[src/rtl/screen_pkg.sv]
// Shared types and default raster timing for the screen pipeline.
// The pixel source and the timing generator both take their sizes and levels from here.
package screen_pkg;

    typedef enum logic [1:0] {
        PH_ACT  = 2'd0,
        PH_FP   = 2'd1,
        PH_SYNC = 2'd2,
        PH_BP   = 2'd3
    } phase_e;

    localparam int H_ACTIVE_DEF = 834;
    localparam int H_FP_DEF     = 16;
    localparam int H_SYNC_DEF   = 64;
    localparam int H_BP_DEF     = 80;
    localparam int V_ACTIVE_DEF = 456;
    localparam int V_FP_DEF     = 3;
    localparam int V_SYNC_DEF   = 6;
    localparam int V_BP_DEF     = 15;

    localparam logic [7:0] BLACK_LEVEL = 8'h00;
    localparam logic [7:0] WHITE_LEVEL = 8'hFF;

    // Maps an internal active-high sync request onto the panel polarity.
    function automatic logic sync_level(input logic active, input logic pol);
        if (active) begin
            return pol;
        end else begin
            return ~pol;
        end
    endfunction

endpackage

[src/rtl/screen_axis_cnt.sv]
// One raster axis: position counter plus ACT/FP/SYNC/BP phase tracker.
// Instantiated once per axis; the vertical copy steps on the horizontal wrap.
module screen_axis_cnt
    import screen_pkg::*;
#(
    parameter int ACTIVE = 834,
    parameter int FP     = 16,
    parameter int SYNC   = 64,
    parameter int BP     = 80
) (
    input  logic       clk,
    input  logic       rstn,
    input  logic       step,
    input  logic       clear,
    output logic [9:0] count,
    output phase_e     phase,
    output logic       wrap
);

    localparam int TOTAL = ACTIVE + FP + SYNC + BP;

    generate
        if (TOTAL > 1024 || ACTIVE < 1 || FP < 1 || SYNC < 1 || BP < 1) begin : g_bad_params
            $error("screen_axis_cnt: timing parameters out of range");
        end
    endgenerate

    localparam logic [9:0] LAST_ACT  = 10'(ACTIVE - 1);
    localparam logic [9:0] LAST_FP   = 10'(ACTIVE + FP - 1);
    localparam logic [9:0] LAST_SYNC = 10'(ACTIVE + FP + SYNC - 1);
    localparam logic [9:0] LAST_TOT  = 10'(TOTAL - 1);

    logic [9:0] count_r;
    logic [9:0] count_nxt_s;
    phase_e     phase_r;
    phase_e     phase_nxt_s;

    assign wrap  = step && !clear && (count_r == LAST_TOT);
    assign count = count_r;
    assign phase = phase_r;

    // Next position and phase; clear wins over step and parks the axis at origin.
    always_comb begin
        count_nxt_s = count_r;
        phase_nxt_s = phase_r;
        if (clear) begin
            count_nxt_s = 10'd0;
            phase_nxt_s = PH_ACT;
        end else if (step) begin
            if (count_r == LAST_TOT) begin
                count_nxt_s = 10'd0;
            end else begin
                count_nxt_s = count_r + 10'd1;
            end
            case (phase_r)
                PH_ACT:  if (count_r == LAST_ACT)  phase_nxt_s = PH_FP;   else phase_nxt_s = PH_ACT;
                PH_FP:   if (count_r == LAST_FP)   phase_nxt_s = PH_SYNC; else phase_nxt_s = PH_FP;
                PH_SYNC: if (count_r == LAST_SYNC) phase_nxt_s = PH_BP;   else phase_nxt_s = PH_SYNC;
                PH_BP:   if (count_r == LAST_TOT)  phase_nxt_s = PH_ACT;  else phase_nxt_s = PH_BP;
                default: phase_nxt_s = PH_ACT;
            endcase
        end else begin
            count_nxt_s = count_r;
            phase_nxt_s = phase_r;
        end
    end

    // Axis state register.
    always_ff @(posedge clk or negedge rstn) begin
        if (!rstn) begin
            count_r <= 10'd0;
            phase_r <= PH_ACT;
        end else begin
            count_r <= count_nxt_s;
            phase_r <= phase_nxt_s;
        end
    end

endmodule

[src/rtl/screen_timing_gen.sv]
// Raster timing generator: lead counters issue prefetch coordinates, stage 1 drives the
// pixel source syncs, stage 2 aligns panel syncs/DE with the returned pixel.
module screen_timing_gen
    import screen_pkg::*;
#(
    parameter int   H_ACTIVE = H_ACTIVE_DEF,
    parameter int   H_FP     = H_FP_DEF,
    parameter int   H_SYNC   = H_SYNC_DEF,
    parameter int   H_BP     = H_BP_DEF,
    parameter int   V_ACTIVE = V_ACTIVE_DEF,
    parameter int   V_FP     = V_FP_DEF,
    parameter int   V_SYNC   = V_SYNC_DEF,
    parameter int   V_BP     = V_BP_DEF,
    parameter logic SYNC_POL = 1'b1
) (
    input  logic       clk,
    input  logic       rstn,
    input  logic       en,
    input  logic [7:0] pix_val,
    output logic [9:0] pf_pix_row,
    output logic [9:0] pf_pix_col,
    output logic       hsync,
    output logic       vsync,
    output logic       scr_hs,
    output logic       scr_vs,
    output logic       scr_de,
    output logic [7:0] scr_pix,
    output logic       frame_start
);

    logic [9:0] h_count_s;
    logic [9:0] v_count_s;
    phase_e     h_phase_s;
    phase_e     v_phase_s;
    logic       h_wrap_s;
    logic       v_wrap_s;

    logic       de_l_s;
    logic       hs_l_s;
    logic       vs_l_s;

    logic       de1_r;
    logic       hsync_r;
    logic       vsync_r;
    logic       fs_r;
    logic       origin_r;
    logic       scr_hs_r;
    logic       scr_vs_r;
    logic       scr_de_r;
    logic [7:0] scr_pix_r;

    screen_axis_cnt #(
        .ACTIVE (H_ACTIVE),
        .FP     (H_FP),
        .SYNC   (H_SYNC),
        .BP     (H_BP)
    ) u_h_cnt (
        .clk   (clk),
        .rstn  (rstn),
        .step  (en),
        .clear (~en),
        .count (h_count_s),
        .phase (h_phase_s),
        .wrap  (h_wrap_s)
    );

    screen_axis_cnt #(
        .ACTIVE (V_ACTIVE),
        .FP     (V_FP),
        .SYNC   (V_SYNC),
        .BP     (V_BP)
    ) u_v_cnt (
        .clk   (clk),
        .rstn  (rstn),
        .step  (h_wrap_s),
        .clear (~en),
        .count (v_count_s),
        .phase (v_phase_s),
        .wrap  (v_wrap_s)
    );

    // Lead-stage raster qualifiers; all inactive while the raster is held.
    always_comb begin
        de_l_s = 1'b0;
        hs_l_s = 1'b0;
        vs_l_s = 1'b0;
        if (en) begin
            de_l_s = (h_phase_s == PH_ACT) && (v_phase_s == PH_ACT);
            hs_l_s = (h_phase_s == PH_SYNC);
            vs_l_s = (v_phase_s == PH_SYNC);
        end else begin
            de_l_s = 1'b0;
            hs_l_s = 1'b0;
            vs_l_s = 1'b0;
        end
    end

    // Stage 1; origin_r marks a lead position of (0,0) without a full counter compare.
    always_ff @(posedge clk or negedge rstn) begin
        if (!rstn) begin
            de1_r    <= 1'b0;
            hsync_r  <= ~SYNC_POL;
            vsync_r  <= ~SYNC_POL;
            fs_r     <= 1'b0;
            origin_r <= 1'b1;
        end else begin
            de1_r    <= de_l_s;
            hsync_r  <= sync_level(hs_l_s, SYNC_POL);
            vsync_r  <= sync_level(vs_l_s, SYNC_POL);
            fs_r     <= de_l_s && origin_r;
            origin_r <= en ? v_wrap_s : 1'b1;
        end
    end

    // Stage 2: panel outputs aligned with the source's registered pixel.
    always_ff @(posedge clk or negedge rstn) begin
        if (!rstn) begin
            scr_hs_r  <= ~SYNC_POL;
            scr_vs_r  <= ~SYNC_POL;
            scr_de_r  <= 1'b0;
            scr_pix_r <= BLACK_LEVEL;
        end else begin
            scr_hs_r  <= hsync_r;
            scr_vs_r  <= vsync_r;
            scr_de_r  <= de1_r;
            scr_pix_r <= de1_r ? pix_val : BLACK_LEVEL;
        end
    end

    assign pf_pix_row  = v_count_s;
    assign pf_pix_col  = h_count_s;
    assign hsync       = hsync_r;
    assign vsync       = vsync_r;
    assign frame_start = fs_r;
    assign scr_hs      = scr_hs_r;
    assign scr_vs      = scr_vs_r;
    assign scr_de      = scr_de_r;
    assign scr_pix     = scr_pix_r;

endmodule

[config.mk]
export PLATFORM = sky130hd
export DESIGN_NAME = screen_timing_gen
export DESIGN_NICKNAME = d
export VERILOG_FILES = /design/src/rtl/screen_pkg.sv /design/src/rtl/screen_axis_cnt.sv /design/src/rtl/screen_timing_gen.sv
export SDC_FILE = /design/constraint.sdc
export NUM_CORES = 1
export LEC_CHECK = 0
export ABC_AREA = 0
export BUFFER_PORTS_ARGS = -buffer_cell sky130_fd_sc_hd__buf_4
export CAP_MARGIN = 20
export CORE_ASPECT_RATIO = 1.2
export CORE_MARGIN = 2
export CORE_UTILIZATION = 50
export CTS_CLUSTER_DIAMETER = 150
export DETAILED_ROUTE_END_ITERATION = 10
export GPL_ROUTABILITY_DRIVEN = 0
export HOLD_SLACK_MARGIN = 0.12
export PLACE_DENSITY_LB_ADDON = 0.2
export SYNTH_ARGS = -nofsm -noshare
export SYNTH_HDL_FRONTEND = slang
export SYNTH_SLANG_ARGS = --single-unit
[constraint.sdc]
create_clock -name clk -period 2.5 [get_ports clk]
set_clock_uncertainty 0.15 [all_clocks]
set_input_delay 0 -clock clk [delete_from_list [all_inputs] [get_ports clk]]
set_output_delay 0 -clock clk [all_outputs]
set_load 0.02 [all_outputs]
**Yosys cells after proc, flatten, opt, wreduce, memory -nomap -nowiden**

Index checks and enable logic that the tools add are counted.

- Register bits after elaboration: 40
- Bits of input ports: 11
- Output and inout bits: 34
- Word-level logic and storage cells: 62

- $add $sub $neg: 2
- Equal/unequal tests: 15
- Muxes and demuxes: 25
- Reduce and logical (&&, ||, !) cells: 7

Operators by type and width:

| cell | count |
|---|---|
| 10-bit 2-to-1 mux | 5 |
| 10-bit == test (second input constant) | 4 |
| 10-bit by 9-bit == test with 1-bit output (second input constant) | 4 |
| 10-bit by 1-bit adder with 10-bit output (second input constant) | 2 |
| 2-bit one-hot mux with 4 select lines | 2 |
| 2-bit 2-to-1 mux | 7 |
| 1-bit 2-to-1 mux | 10 |
| 2-bit == test (second input constant) | 4 |
| 8-bit 2-to-1 mux | 1 |
| 1-bit logical AND | 5 |
| 2-bit by 1-bit == test with 1-bit output (second input constant) | 2 |
| 2-bit logical NOT | 2 |
| 2-bit by 1-bit != test with 1-bit output (second input constant) | 1 |

**Depth between registers and ports, before layout**

- Depth in word-level cells: 5
- Depth in mapped cells: 7
- Mapped depth without buffers: 6

**Modules after synthesis**

A second synthesis with hierarchy kept.

- Cell total of the unflattened synthesis: 195
- Area, all modules: 1981.9 µm²

By module, submodules not included:

| module | times used | cells an instance | area each (µm²) | seq. area each (µm²) |
|---|---|---|---|---|
| screen_axis_cnt at u_h_cnt | 1 | 82 | 753.2 | 300.3 |
| screen_axis_cnt at u_v_cnt | 1 | 79 | 716.9 | 300.3 |
| screen_timing_gen | 1 | 34 | 511.7 | 401.6 |

**Worst setup path before layout**

OpenSTA, ideal clock, no wires.

- Path type: reg2reg
- Start point: register u_h_cnt.count_r[0] (netlist: u_h_cnt.count[0])
- End point: register u_v_cnt.count_r[6] (netlist: u_v_cnt.count[6])
- Setup time: 0.078 ns
- Arrival: 1.840 ns
- Data required time: 2.272 ns
- Slack: 0.432 ns
- Stages on the path, launching flop included: 6
- Path buffers: 0
- Period minus slack after synthesis: 2.068 ns
- Cells stage by stage: dfrtp_1 > ha_1 > nand4bb_4 > or3_1 > or4_1 > a21boi_1

- Longest elaborated chain between the ends: 3

RTL lines:

| element | RTL line | source |
|---|---|---|
| start, declared | screen_axis_cnt.sv:33 | `logic [9:0] count_r;` |
| start signal, assigned | screen_axis_cnt.sv:74 | `count_r <= count_nxt_s;` |
| 10-bit == test | screen_axis_cnt.sv:38 | `assign wrap = step && !clear && (count_r == LAST_TOT);` |
| 1-bit logical AND | screen_axis_cnt.sv:38 |  |
| 2-bit by 1-bit != test with 1-bit output (no source line) | n/a |  |
| end signal, assigned | screen_axis_cnt.sv:74 |  |
| end, declared | screen_axis_cnt.sv:33 |  |

Every way passes these cells.
A chain may end at the register's enable or synchronous reset.

**Final worst setup path**

- Start point: register u_h_cnt.count_r[1] (netlist: u_h_cnt.count[1])
- End point: register u_v_cnt.count_r[6] (netlist: u_v_cnt.count[6])

The elaborated chain is that of the path after synthesis.

==> impl_metrics.csv <==
group,metric,value,unit
run_status,outcome,"completed",
placement,place_inst,273,
grt,gr-total-overflow,0,
run,cap_violations,0,
synthesis,synth_cells,182,
cts,clkSinkCount,40,
power_and_ir_drop,p_leak,1.172,nW
sta,slew_violations,0,
synthesis,avgSynthCellArea,10.46,um^2
drt,first_iter_violations,40,
layout,post-route-util,0.6956,
synthesis,synth_seq_cells,40,
cts,cts_htree_levels,2,
synthesis,syn_nets,197,
sta,rsz0062_at_grt,"no",
layout,area.sequential,1002,um^2
cts,cts_tree,"built",
power_and_ir_drop,p_per_area,513.4,nW/um^2
synthesis,synth_top_area_cell,"dfrtp_1",
worst_setup_path,critPathKind,"reg2reg",
synthesis,synth_top_area_share,0.5128,
layout,multi_input_area,850.8,um^2
sta,tightest_slew,0.4718,ns
drt,viasPerCell,5.423,
worst_setup_path,slowest_delay,0.47,ns
placement,numPortBuffers,44,
layout,antennaDiodeCount,0,
worst_setup_path,worstPathRequired,2.57,ns
cts,hold_buffers,12,
drt,firstDrtPassIters,4,
grt,first_global_vias,1554,
synthesis,syn-cell-area,1903,um^2
floorplanning,core-area,3633,um^2
cts,clockBufferDepth,2,
layout,fill_cells,271,
cts,root_buffer,"clkbuf_8",
synthesis,synthFlopType,"dfrtp_1",
layout,final_area,2527,um^2
placement,place_ws,0.4623,ns
layout,final_nets,255,
sta,fmax,0.4849,GHz
sta,hold_viol,0,
sta,finalSetupViolations,0,
synthesis,synth_edf_count,0,
synthesis,synthArstFlopShare,1.000,
worst_setup_path,crit_chain,"inv_1 -> ha_1 -> nand4bb_4 -> or3_1 -> or4_1 -> a21boi_1",
synthesis,synth_seq_area_share,0.5266,
drt,wl_per_cell,14.31,um
floorplanning,die_area,4318,um^2
layout,area_growth,32.81,%
synthesis,synth_most_common_cell,"dfrtp_1",
grt,grt_pass1_wl,7065,um
layout,drive_gt1_frac,0.2656,
worst_setup_path,path_buf_inv,1,
sta,period_needed,2.062,ns
worst_setup_path,critical_path_arrival,2.13,ns
placement,post_dp_cell_area,2286,um^2
floorplanning,ioPinCount,45,
power_and_ir_drop,ir_drop,0.0003471,V
sta,setup_slack,0.4376,ns
worst_setup_path,startpoint_type,"register",
drt,ant_nets,0,
placement,hpwl,2839,um
power_and_ir_drop,power.total,1.298,mW
synthesis,synth_common_cells,"dfrtp_1 (39), nand2_1 (15), nor2_1 (15)",
cts,clk_latency,0.29,ns
cts,cts_buffers,5,
drt,drc,0,
floorplanning,die_w,60.32,um
floorplanning,start_util,0.5238,
synthesis,yosysUniqueCellTypes,46,
worst_setup_path,cpMaxStageDelayCell,"or4_1",
sta,holdWs,0.2401,ns
worst_setup_path,crit_family,"simple AND/OR/NAND/NOR gates",
floorplanning,fp-row-count,24,
worst_setup_path,worstPathMaxFanout,5,
synthesis,yosys-top-cells-area,"dfrtp_1 (51%), and2_1 (3.9%), xnor2_1 (3.2%)",
sta,slew_headroom,0.6811,
sta,period_share,0.8249,
sta,fin_setup_tns,0,ns
cts,cts_resized,0,
synthesis,yosys_warnings,0,
worst_setup_path,end_kind,"register",
grt,grt_max_degree,40,
floorplanning,die_y,71.58,um
worst_hold_path,hp-class,"reg2reg",
grt,antenna_found_initial,0,
cts,post-cts-setup-buffers,0,
drt,num_vias,1589,
layout,final_cells,293,
grt,grt_usage,0.2147,
drt,routed_wirelength,4194,um
cts,clkSlewWorstSetupHoldPaths,0.08,ns
[power by group]
group	switching [mW]	internal [mW]	total, mW
Combinational	0.0518	0.0505	0.102
Clock	0.229	0.295	0.524
Sequential	0.0103	0.661	0.671
[per-layer routing]
layer	routed length, um	global-route usage
met1	1670	0.2613
met2	2175	0.3684
met3	254	0.05054
met4	94	0.06914
met5	0	0
[path summary, 6_finish.rpt]
| kind | startpoint | endpoint | slack [ns] | depth (start not counted) |
|---|---|---|---|---|
| setup / recovery | u_h_cnt.count[1]$_DFF_PN0_ | u_v_cnt.count[6]$_DFFE_PN0P_ | 0.44 | 6 |
| hold / removal | hsync$_DFF_PN0_ | scr_hs$_DFF_PN0_ | 0.24 | 0 |
| setup reg to reg | u_h_cnt.count[1]$_DFF_PN0_ | u_v_cnt.count[6]$_DFFE_PN0P_ | 0.44 | 6 |
| min in group asynchronous | rstn | origin_r$_DFF_PN1_ | 0.59 | 3 |
| max in group asynchronous | rstn | u_v_cnt.count[8]$_DFFE_PN0P_ | 1.41 | 4 |
| hold reg to reg | hsync$_DFF_PN0_ | scr_hs$_DFF_PN0_ | 0.24 | 0 |
[state kept, by name, indices dropped and copies added (netlist names)]
register	cells
u_h_cnt.count	10
frame_start	1
scr_de	1
vsync	1
scr_hs	1
u_h_cnt.phase	2
de1_r	1
u_v_cnt.phase	2
scr_vs	1
scr_pix	8
hsync	1
origin_r	1
u_v_cnt.count	10
[placed cells by master, fill, tap and decap left out, drive strengths merged, types with 2 or more instances in the layout]
cell type / count
a21oi: 3
nand4: 5
o21a: 3
nor2: 15
and3: 6
or4: 3
xnor2: 7
ha: 4
and2: 12
o21ai: 6
nor3b: 3
nor3: 11
buf: 47
o221a: 2
inv: 6
a21boi: 2
o22ai: 2
dfrtp: 39
nand3: 7
o211a: 2
and4b: 2
clkbuf: 5
nand2: 15
dlygate4sd3: 11
nand4bb: 2
xor2: 2
[logic make-up after synthesis]
logic type               after synthesis  synth area share
XOR/XNOR                               9           0.04142
AND/OR/NAND/NOR                       90            0.2788
buffers and inverters                 13           0.02629
multiplexers                           1          0.005260
AO/OA/AOI/OAI                         25           0.09534
flip-flops                            40            0.5266
adder cells (fa/ha/maj)                4           0.02630
[final cells by class]
type	count	share of cell area
clock buffers	5	0.02723
clock inverters	3	0.01683
inverters	6	0.008911
multi-input cells	129	0.3366
flip-flops and latches	40	0.3965
well taps	52	0.02574
repair buffers	58	0.1881
No activity file was read; power rests on OpenSTA's default activity.
